===== config.mk =====
export PLATFORM = sky130hd
export DESIGN_NAME = sig_freq_meter
export DESIGN_NICKNAME = d
export VERILOG_FILES = /design/src/rtl/sig_freq_meter_pkg.sv /design/src/rtl/sync_rise_det.sv /design/src/rtl/sig_freq_meter.sv
export SDC_FILE = /design/constraint.sdc
export NUM_CORES = 1
export LEC_CHECK = 0
export BUFFER_PORTS_ARGS = -buffer_cell sky130_fd_sc_hd__buf_2
export CAP_MARGIN = 30
export CORE_MARGIN = 1.5
export CORE_UTILIZATION = 26
export CTS_BUF_LIST = sky130_fd_sc_hd__clkbuf_4
export CTS_CLUSTER_SIZE = 12
export DETAILED_ROUTE_END_ITERATION = 8
export HOLD_SLACK_MARGIN = 0.05
export PLACE_DENSITY = 0.49
export SYNTH_ARGS = -nofsm -noshare
export SYNTH_HDL_FRONTEND = slang
export SYNTH_SLANG_ARGS = --single-unit

===== constraint.sdc =====
create_clock -name clk -period 6.55 [get_ports clk]
set_input_delay 0.655 -clock clk [delete_from_list [all_inputs] [get_ports clk]]
set_output_delay 0.655 -clock clk [all_outputs]
set_load 0.05 [all_outputs]

===== src/rtl/sig_freq_meter_pkg.sv =====
// sig_freq_meter_pkg
//   Shared types and helpers for the signal frequency meter.
//   - state_e      : measurement FSM states
//   - cnt_width()  : bit width needed for a counter that runs 0..n-1
package sig_freq_meter_pkg;

  typedef enum logic [1:0] {
    ST_IDLE  = 2'd0,
    ST_FLUSH = 2'd1,
    ST_GATE  = 2'd2
  } state_e;

  // clog2(n) with a floor of one bit, so tiny counts still get a real flop.
  function automatic int cnt_width(input int n);
    return (n <= 2) ? 1 : $clog2(n);
  endfunction

endpackage


===== src/rtl/sync_rise_det.sv =====
// sync_rise_det
//   Multi-flop synchronizer for an asynchronous input followed by a
//   rising-edge detector. Usable for buttons, test pins and similar inputs.
// Ports:
//   clk       in   system clock
//   rst_n     in   asynchronous active-low reset
//   async_in  in   input from another (or no) clock domain
//   suppress  in   forces rise low (used while stale sync contents drain)
//   rise      out  one-cycle pulse per synchronized 0->1 transition
module sync_rise_det #(
  parameter int SYNC_STAGES = 2
) (
  input  logic clk,
  input  logic rst_n,
  input  logic async_in,
  input  logic suppress,
  output logic rise
);

  logic [SYNC_STAGES-1:0] sync_q, sync_d;
  logic                   prev_q, prev_d;

  always_comb begin
    sync_d = {sync_q[SYNC_STAGES-2:0], async_in};
    prev_d = sync_q[SYNC_STAGES-1];
  end

  always_ff @(posedge clk or negedge rst_n) begin
    if (!rst_n) begin
      sync_q <= '0;
      prev_q <= 1'b0;
    end else begin
      sync_q <= sync_d;
      prev_q <= prev_d;
    end
  end

  // The edge register keeps tracking during suppression, so once suppress
  // drops only a genuinely new transition can produce a pulse.
  assign rise = sync_q[SYNC_STAGES-1] & ~prev_q & ~suppress;

endmodule


===== src/rtl/sig_freq_meter.sv =====
// sig_freq_meter
//   Counts rising edges of an asynchronous signal over a gate window of
//   GATE_CYCLES clk cycles. Windows run back to back while enable is high;
//   each completed window latches its count and a saturation flag and emits
//   a one-cycle valid pulse.
// Ports:
//   clk         in   system clock (only clock)
//   rst_n       in   asynchronous active-low reset
//   sig_in      in   signal under measurement (asynchronous)
//   enable      in   run measurements while high
//   meas_count  out  rising edges seen in the last completed window
//   meas_valid  out  one-cycle pulse when meas_count/meas_ovf update
//   meas_ovf    out  last completed window saturated the edge counter
//   busy        out  a gate window is in progress
module sig_freq_meter
  import sig_freq_meter_pkg::*;
#(
  parameter int GATE_CYCLES = 50_000_000,
  parameter int CNT_W       = 32,
  parameter int SYNC_STAGES = 2
) (
  input  logic             clk,
  input  logic             rst_n,
  input  logic             sig_in,
  input  logic             enable,
  output logic [CNT_W-1:0] meas_count,
  output logic             meas_valid,
  output logic             meas_ovf,
  output logic             busy
);

  localparam int             GW         = cnt_width(GATE_CYCLES);
  localparam int             FW         = cnt_width(SYNC_STAGES + 1);
  localparam logic [GW-1:0]  GATE_LAST  = GW'(GATE_CYCLES - 1);
  localparam logic [FW-1:0]  FLUSH_LAST = FW'(SYNC_STAGES);
  localparam logic [CNT_W-1:0] CNT_MAX  = {CNT_W{1'b1}};

  state_e           state_q, state_d;
  logic [FW-1:0]    flush_cnt_q, flush_cnt_d;
  logic [GW-1:0]    gate_cnt_q, gate_cnt_d;
  logic [CNT_W-1:0] edge_cnt_q, edge_cnt_d;
  logic             ovf_q, ovf_d;
  logic [CNT_W-1:0] meas_count_q, meas_count_d;
  logic             meas_ovf_q, meas_ovf_d;
  logic             meas_valid_q, meas_valid_d;

  logic             rise;
  logic             edge_at_max;
  logic [CNT_W-1:0] edge_inc;
  logic             ovf_inc;

  sync_rise_det #(
    .SYNC_STAGES (SYNC_STAGES)
  ) u_sync (
    .clk      (clk),
    .rst_n    (rst_n),
    .async_in (sig_in),
    .suppress (state_q == ST_FLUSH),
    .rise     (rise)
  );

  always_comb begin
    state_d      = state_q;
    flush_cnt_d  = flush_cnt_q;
    gate_cnt_d   = gate_cnt_q;
    edge_cnt_d   = edge_cnt_q;
    ovf_d        = ovf_q;
    meas_count_d = meas_count_q;
    meas_ovf_d   = meas_ovf_q;
    meas_valid_d = 1'b0;

    // Edge count including this cycle's rise, saturating at CNT_MAX; the
    // sticky flag records any rise that found the counter already full.
    edge_at_max = (edge_cnt_q == CNT_MAX);
    edge_inc    = (rise && !edge_at_max) ? edge_cnt_q + 1'b1 : edge_cnt_q;
    ovf_inc     = ovf_q | (rise & edge_at_max);

    unique case (state_q)
      ST_IDLE: begin
        flush_cnt_d = '0;
        gate_cnt_d  = '0;
        edge_cnt_d  = '0;
        ovf_d       = 1'b0;
        if (enable) state_d = ST_FLUSH;
      end

      ST_FLUSH: begin
        if (!enable) begin
          state_d = ST_IDLE;
        end else if (flush_cnt_q == FLUSH_LAST) begin
          state_d     = ST_GATE;
          flush_cnt_d = '0;
          gate_cnt_d  = '0;
          edge_cnt_d  = '0;
          ovf_d       = 1'b0;
        end else begin
          flush_cnt_d = flush_cnt_q + 1'b1;
        end
      end

      ST_GATE: begin
        if (gate_cnt_q == GATE_LAST) begin
          // Terminal cycle: its own rise belongs to the closing window.
          meas_count_d = edge_inc;
          meas_ovf_d   = ovf_inc;
          meas_valid_d = 1'b1;
          gate_cnt_d   = '0;
          edge_cnt_d   = '0;
          ovf_d        = 1'b0;
          if (!enable) state_d = ST_IDLE;
        end else if (!enable) begin
          // Abort: partial window is dropped, previous result stays.
          state_d = ST_IDLE;
        end else begin
          gate_cnt_d = gate_cnt_q + 1'b1;
          edge_cnt_d = edge_inc;
          ovf_d      = ovf_inc;
        end
      end

      default: state_d = ST_IDLE;
    endcase
  end

  always_ff @(posedge clk or negedge rst_n) begin
    if (!rst_n) begin
      state_q      <= ST_IDLE;
      flush_cnt_q  <= '0;
      gate_cnt_q   <= '0;
      edge_cnt_q   <= '0;
      ovf_q        <= 1'b0;
      meas_count_q <= '0;
      meas_ovf_q   <= 1'b0;
      meas_valid_q <= 1'b0;
    end else begin
      state_q      <= state_d;
      flush_cnt_q  <= flush_cnt_d;
      gate_cnt_q   <= gate_cnt_d;
      edge_cnt_q   <= edge_cnt_d;
      ovf_q        <= ovf_d;
      meas_count_q <= meas_count_d;
      meas_ovf_q   <= meas_ovf_d;
      meas_valid_q <= meas_valid_d;
    end
  end

  assign meas_count = meas_count_q;
  assign meas_ovf   = meas_ovf_q;
  assign meas_valid = meas_valid_q;
  assign busy       = (state_q == ST_GATE);

endmodule


# --- Word level (Yosys, flattened, before mapping) ---
# Index checks and enable logic that the tools add are counted.
totals:
  regBits: 100
  in_bits: 4
  output_inout_bits: 35
  word_cells: 65
classes:
  n_addsub: 3
  eq_ne: 11
  n_mux: 26
  bitwise_logic: 6
  n_reduce_logical: 9
op_table:
  columns: ["operator", "count"]
  rows:
  - ["2-to-1 mux 32 bit", 5]
  - ["2-to-1 mux 26 bit", 4]
  - ["one-hot mux 32 bit (3 select lines)", 1]
  - ["one-hot mux 26 bit (3 select lines)", 1]
  - ["adder 32 x 1 -> 32 bit (second input constant)", 1]
  - ["== test 32 bit (second input constant)", 1]
  - ["adder 26 x 1 -> 26 bit (second input constant)", 1]
  - ["== test 26 bit (second input constant)", 1]
  - ["2-to-1 mux 2 bit", 6]
  - ["inequality test 2 bit (second input constant)", 4]
  - ["2-to-1 mux 1 bit", 6]
  - ["one-hot mux 2 bit (3 select lines)", 1]
  - ["== test 2 bit (second input constant)", 2]
  - ["one-hot mux 2 bit (2 select lines)", 1]
  - ["AND reduction 2 bit", 2]
  - ["AND reduction 4 bit", 1]
  - ["bitwise AND 1 bit", 3]
  - ["inequality test 3 x 2 -> 1 bit (second input constant)", 1]
  - ["inequality test 3 bit (second input constant)", 1]
  - ["one-hot mux 1 bit (3 select lines)", 1]
  - ["AND reduction 3 bit", 1]
  - ["nonzero test 3 bit", 1]
  - ["adder 2 x 1 -> 2 bit (second input constant)", 1]
  - ["== test 2 x 1 -> 1 bit (second input constant)", 1]
  - ["6 further kinds", 7]

# --- Depth between registers and ports, before layout ---
logic_depth:
  word_depth: 8
  mapped_depth: 9
  depth_no_buf: 7

# --- By module ---
# From an unflattened synthesis, not the netlist that was laid out.
hier_totals:
  hier_cells: 578
  hier_area_um2: 5238.8
by_module_without_submodules:
  columns: ["mod", "instances", "cells_each", "area_each_um2", "seq_area_each_um2"]
  rows:
  - ["sig_freq_meter", 1, 574, 5151.2, 2427.3]
  - ["sync_rise_det", 1, 4, 87.6, 75.1]

# --- Worst setup path after synthesis ---
# No wires, ideal clock.
synth_timing:
  kind: "register -> register"
  from: "reg state_q[0]"
  to: "reg edge_cnt_q[10]"
  setup_time_ps: 82
  arrival_ps: 2105
  required_ps: 6468
  setup_slack_ps: 4363
  stages_incl_launch_ff: 10
  n_path_buf: 2
  synth_period_minus_slack_ps: 2187
  cell_sequence: "dfrtp_1 > inv_1 > nand2_1 > inv_1 > o21ai_1 > nor2_1 > buf_2 > buf_1 > o21ai_0 > a31oi_1"
synth_between:
  word_cells_on_any_way: 15
  cone_classes: "5 x eq/ne; 4 x mux; 2 x bitwise; 4 x reduce/logical"
synth_lines:
  columns: ["item", "line", "source"]
  rows:
  - ["start: declaration", "sig_freq_meter.sv:38", "state_e state_q, state_d;"]
  - ["start signal: assignment", "sig_freq_meter.sv:136", "state_q <= state_d;"]
  - ["== test 2 bit (*)", null, null]
  - ["net busy", "sig_freq_meter.sv:29", "output logic busy"]
  - ["inequality test 3 x 2 -> 1 bit (no source line) / nonzero test 3 bit (equally long branches)", null, null]
  - ["AND reduction 4 bit (no source line)", null, null]
  - ["end signal: assignment", "sig_freq_meter.sv:139", "edge_cnt_q <= edge_cnt_d;"]
  - ["end: declaration", "sig_freq_meter.sv:41", "logic [CNT_W-1:0] edge_cnt_q, edge_cnt_d;"]
# The timed path passes the listed nets; every way through them passes the cells marked *. The select of a mux whose other input is x is not followed.
# A chain may end at the register's enable or synchronous reset.

# --- Final worst setup path ---
layout_timing:
  from: "reg gate_cnt_q[0]"
  to: "reg edge_cnt_q[0]"
layout_between:
  elab_chain_cells: 3
  word_cells_on_any_way: 5
  cone_classes: "2 x eq/ne; 2 x mux; 1 x reduce/logical"
layout_rtl:
  columns: ["item", "line", "source"]
  rows:
  - ["start: declaration", "sig_freq_meter.sv:40", "logic [GW-1:0] gate_cnt_q, gate_cnt_d;"]
  - ["start signal: assignment", "sig_freq_meter.sv:138", "gate_cnt_q <= gate_cnt_d;"]
  - ["== test 26 bit (*)", "sig_freq_meter.sv:102", "if (gate_cnt_q == GATE_LAST) begin"]
  - ["inequality test 3 x 2 -> 1 bit (no source line) / 2-to-1 mux 32 bit (equally long branches)", null, null]
  - ["AND reduction 4 bit (no source line) / one-hot mux 32 bit (3 select lines) (equally long branches)", null, null]
# Mark *: on every way between the ends. The rest lies on a longest branch, timed or not.

==> out/results.ini <==
[finish]
n_antenna_cell=0
syn_to_final_growth_pct=12.7
fillers=2069
ff_latch_area_sq_mm=0.00250
multi_input_area_sq_mm=0.00253
nNetsFinal=608
drive_above_1_share_pct=12.5
final_core_util_pct=30.0

[sta]
finalSetupTns_ns=0
finalCritPeriodShare_pct=44.9
slew_viol_final=0
setup_viol=0
hold_viol=0
max_freq_mhz=340
grt_setup_unrepaired=false
fin_crit_ns=2.94
fin_skew_ns=0.0302
max_slew_margin_pct=42.0
tightest_slew_ns=0.870

[yosys]
ys.warnings.count=0
synth_top_family_by_area=simple AND/OR/NAND/NOR gates
syn_area_per_cell_sq_um=9.04
syn_inst=572
syn-num-nets=578
synth-seq-cells=100
synth_ff_type=dfrtp_1
muxShareOfSynthArea_pct=0.629
synth_top_area_share_pct=48.4
yosysSeqAreaShare_pct=48.4
synth.area.top_cells=dfrtp_1, o21ai_0, nand2_1
synth_xor_area_share_pct=5.25
yosys.cell_types.count=51
yosys.area.top_type=dfrtp_1
synth-adder-area-share_pct=0.484
synth_compound_area_share_pct=20.6
synth_common_cells=dfrtp_1, o21ai_0, nand2_1
yosysMostFrequentCell=dfrtp_1
synth_area_sq_mm=0.00517
synthSimpleGateAreaFrac_pct=21.7
synth_edf_count=0
postSynth.asyncResetShare_pct=100

[pwr]
p_total_mw=1.03
vdd_drop_max_mv=0.0597
p_seq_share_pct=60.4
p_sw_share_pct=24.4
power_density_mw_per_mm2=177
clockPowerShare_pct=35.4
p_comb_share_pct=4.2
leakagePower_nw=2.43
p_sw_uw=252
p_int_uw=779

[worst_setup_path]
arrival_ns=3.31
critPathLaunch=gate_cnt_q[0]
critPathMaxFanout=19
r2r_start=gate_cnt_q[0]
worstPathCellList=ha_1 > and3_1 > nand4_1 > nor2_1 > o311a_1 > o21ai_0 > mux2_2
required_ns=6.92
crit_family=compound AO/OA/AOI/OAI gates
crit_slowest_cell=o311a_1
critPathKind=reg2reg
cp-start-kind=flip-flop
crit_path_max_incr_delay_ns=0.77
cp-end-kind=flip-flop
cp_num_buf_inv=0

[clock_network]
clkSlewWorstSetupHoldPaths_ns=0.16
cts_max_level=3
postCtsHoldBufs=0
cts_resized=0
cts_root_buffer=clkbuf_4
cts_buffers=9
cts_buffer_depth=2
cts_tree=yes
clk_latency_ns=0.49
post_cts_buffers=0
cts.sinks=100

[routing]
top_layer=met4
met1_length_um=5970
vias=4360
firstDrtPassIters=4
wl_per_cell_um=14.9
dr_wl_met3_um=458
drc=0
wl_met2_um=6420
wl_um=13000
viasPerCell=5.01
drt_iter0_markers=271
ant_nets=0

[global_routing]
grt_pass1_wl_um=21200
grt_pass1_vias=4307
grt_util_all_layers_pct=13.1
grt_max_degree=65
grt_overflow=0
grt_antenna_before_repair=0

[floorplan]
ios=39
core_sq_mm=0.0195
row_count=51
fp.dieW_um=144
die_h_um=144
design.die.area_sq_mm=0.0207
start_util_pct=26.6

[placed_design]
routabilityCongestion=0.787
dp_hpwl_um=8690
port_buffers=38

[min_path]
worstHoldPathType=in2async

[run]
maxCapViolCount=0

[run_status]
status=finished, final reports clean

state kept, by name, indices dropped and copies added (netlist names):
name           cells
ovf_q              1
u_sync.sync_q      2
u_sync.prev_q      1
gate_cnt_q        26
flush_cnt_q        2
meas_valid         1
meas_count        32
meas_ovf           1
edge_cnt_q        32
state_q            2
area by class of cell:
type / instances / share of cell area (%)
Multi-Input combinational cell: 432 / 43.4
Sequential cell: 100 / 42.9
Tap cell: 265 / 5.69
Timing Repair Buffer: 45 / 4.51
Clock inverter: 6 / 1.37
Clock buffer: 9 / 1.16
Inverter: 14 / 0.901
power by group through the flow:
| stage | clock [mW] | combinational (mW) | sequential (mW) |
|---|---|---|---|
| detailed placement | 0 | 0.0446 | 0.634 |
| floorplan | 0 | 0.0206 | 0.633 |
| CTS | 0.380 | 0.0448 | 0.623 |
| finish | 0.365 | 0.0435 | 0.623 |
| global route | 0.401 | 0.0494 | 0.623 |
| global placement | 0 | 0.0438 | 0.634 |
routing by layer:
layer  vias up  global-route usage (%)
met3        11                    2.22
met1      2140                    16.2
li1       2138                       -
met5         -                       0
met2        71                    22.5
met4         0                    5.21
cell families after synthesis:
| kind of cell | count (synthesis) |
|---|---|
| AND/OR/NAND/NOR | 215 |
| flip-flops | 100 |
| XOR/XNOR | 31 |
| AO/OA/AOI/OAI | 181 |
| buffers and inverters | 40 |
| adder cells (fa/ha/maj) | 2 |
| multiplexers | 3 |
worst reg2reg max path, stage by stage (launching register included):
cell and delay, ns:
dfrtp_1 0.48, ha_1 0.24, and3_1 0.22, nand4_1 0.21, nor2_1 0.31, o311a_1 0.77, o21ai_0 0.26, mux2_2 0.32
cells in the final DEF, fill, tap and decap left out, drive strengths merged, types with 14 or more instances in the layout:
cell type,instances
a21oi,29
o21ai,96
xnor2,19
buf,44
dfrtp,100
nand3,28
inv,14
nand4,15
and3,15
nand2,78
nor2,32
a31oi,27
per-stage QoR:
step / instance area, sq um / setup slack [ns] / cells / hold slack, ns
global placement: 5650 / 3.77 / 854 / 0.390
global route: 5830 / 3.42 / 871 / 0.140
detailed placement: 5650 / 3.68 / 854 / 0.380
finish: 5830 / 3.61 / 871 / 0.115
floorplan: 5170 / 4.36 / 572 / 0.331
CTS: 5800 / 3.62 / 869 / 0.115
final timing paths:
kind                               endpoint  slack (ns)  cells past startpoint
max                           edge_cnt_q[0]        3.61                      7
min                          meas_count[22]        0.12                      1
max reg2reg                   edge_cnt_q[0]        3.61                      7
min reg2reg                u_sync.sync_q[1]        0.41                      0
max in group asynchronous     gate_cnt_q[1]        5.22                      2
min in group clk           u_sync.sync_q[0]        0.26                      1
Note: power is estimated with default switching activity, not from simulation.
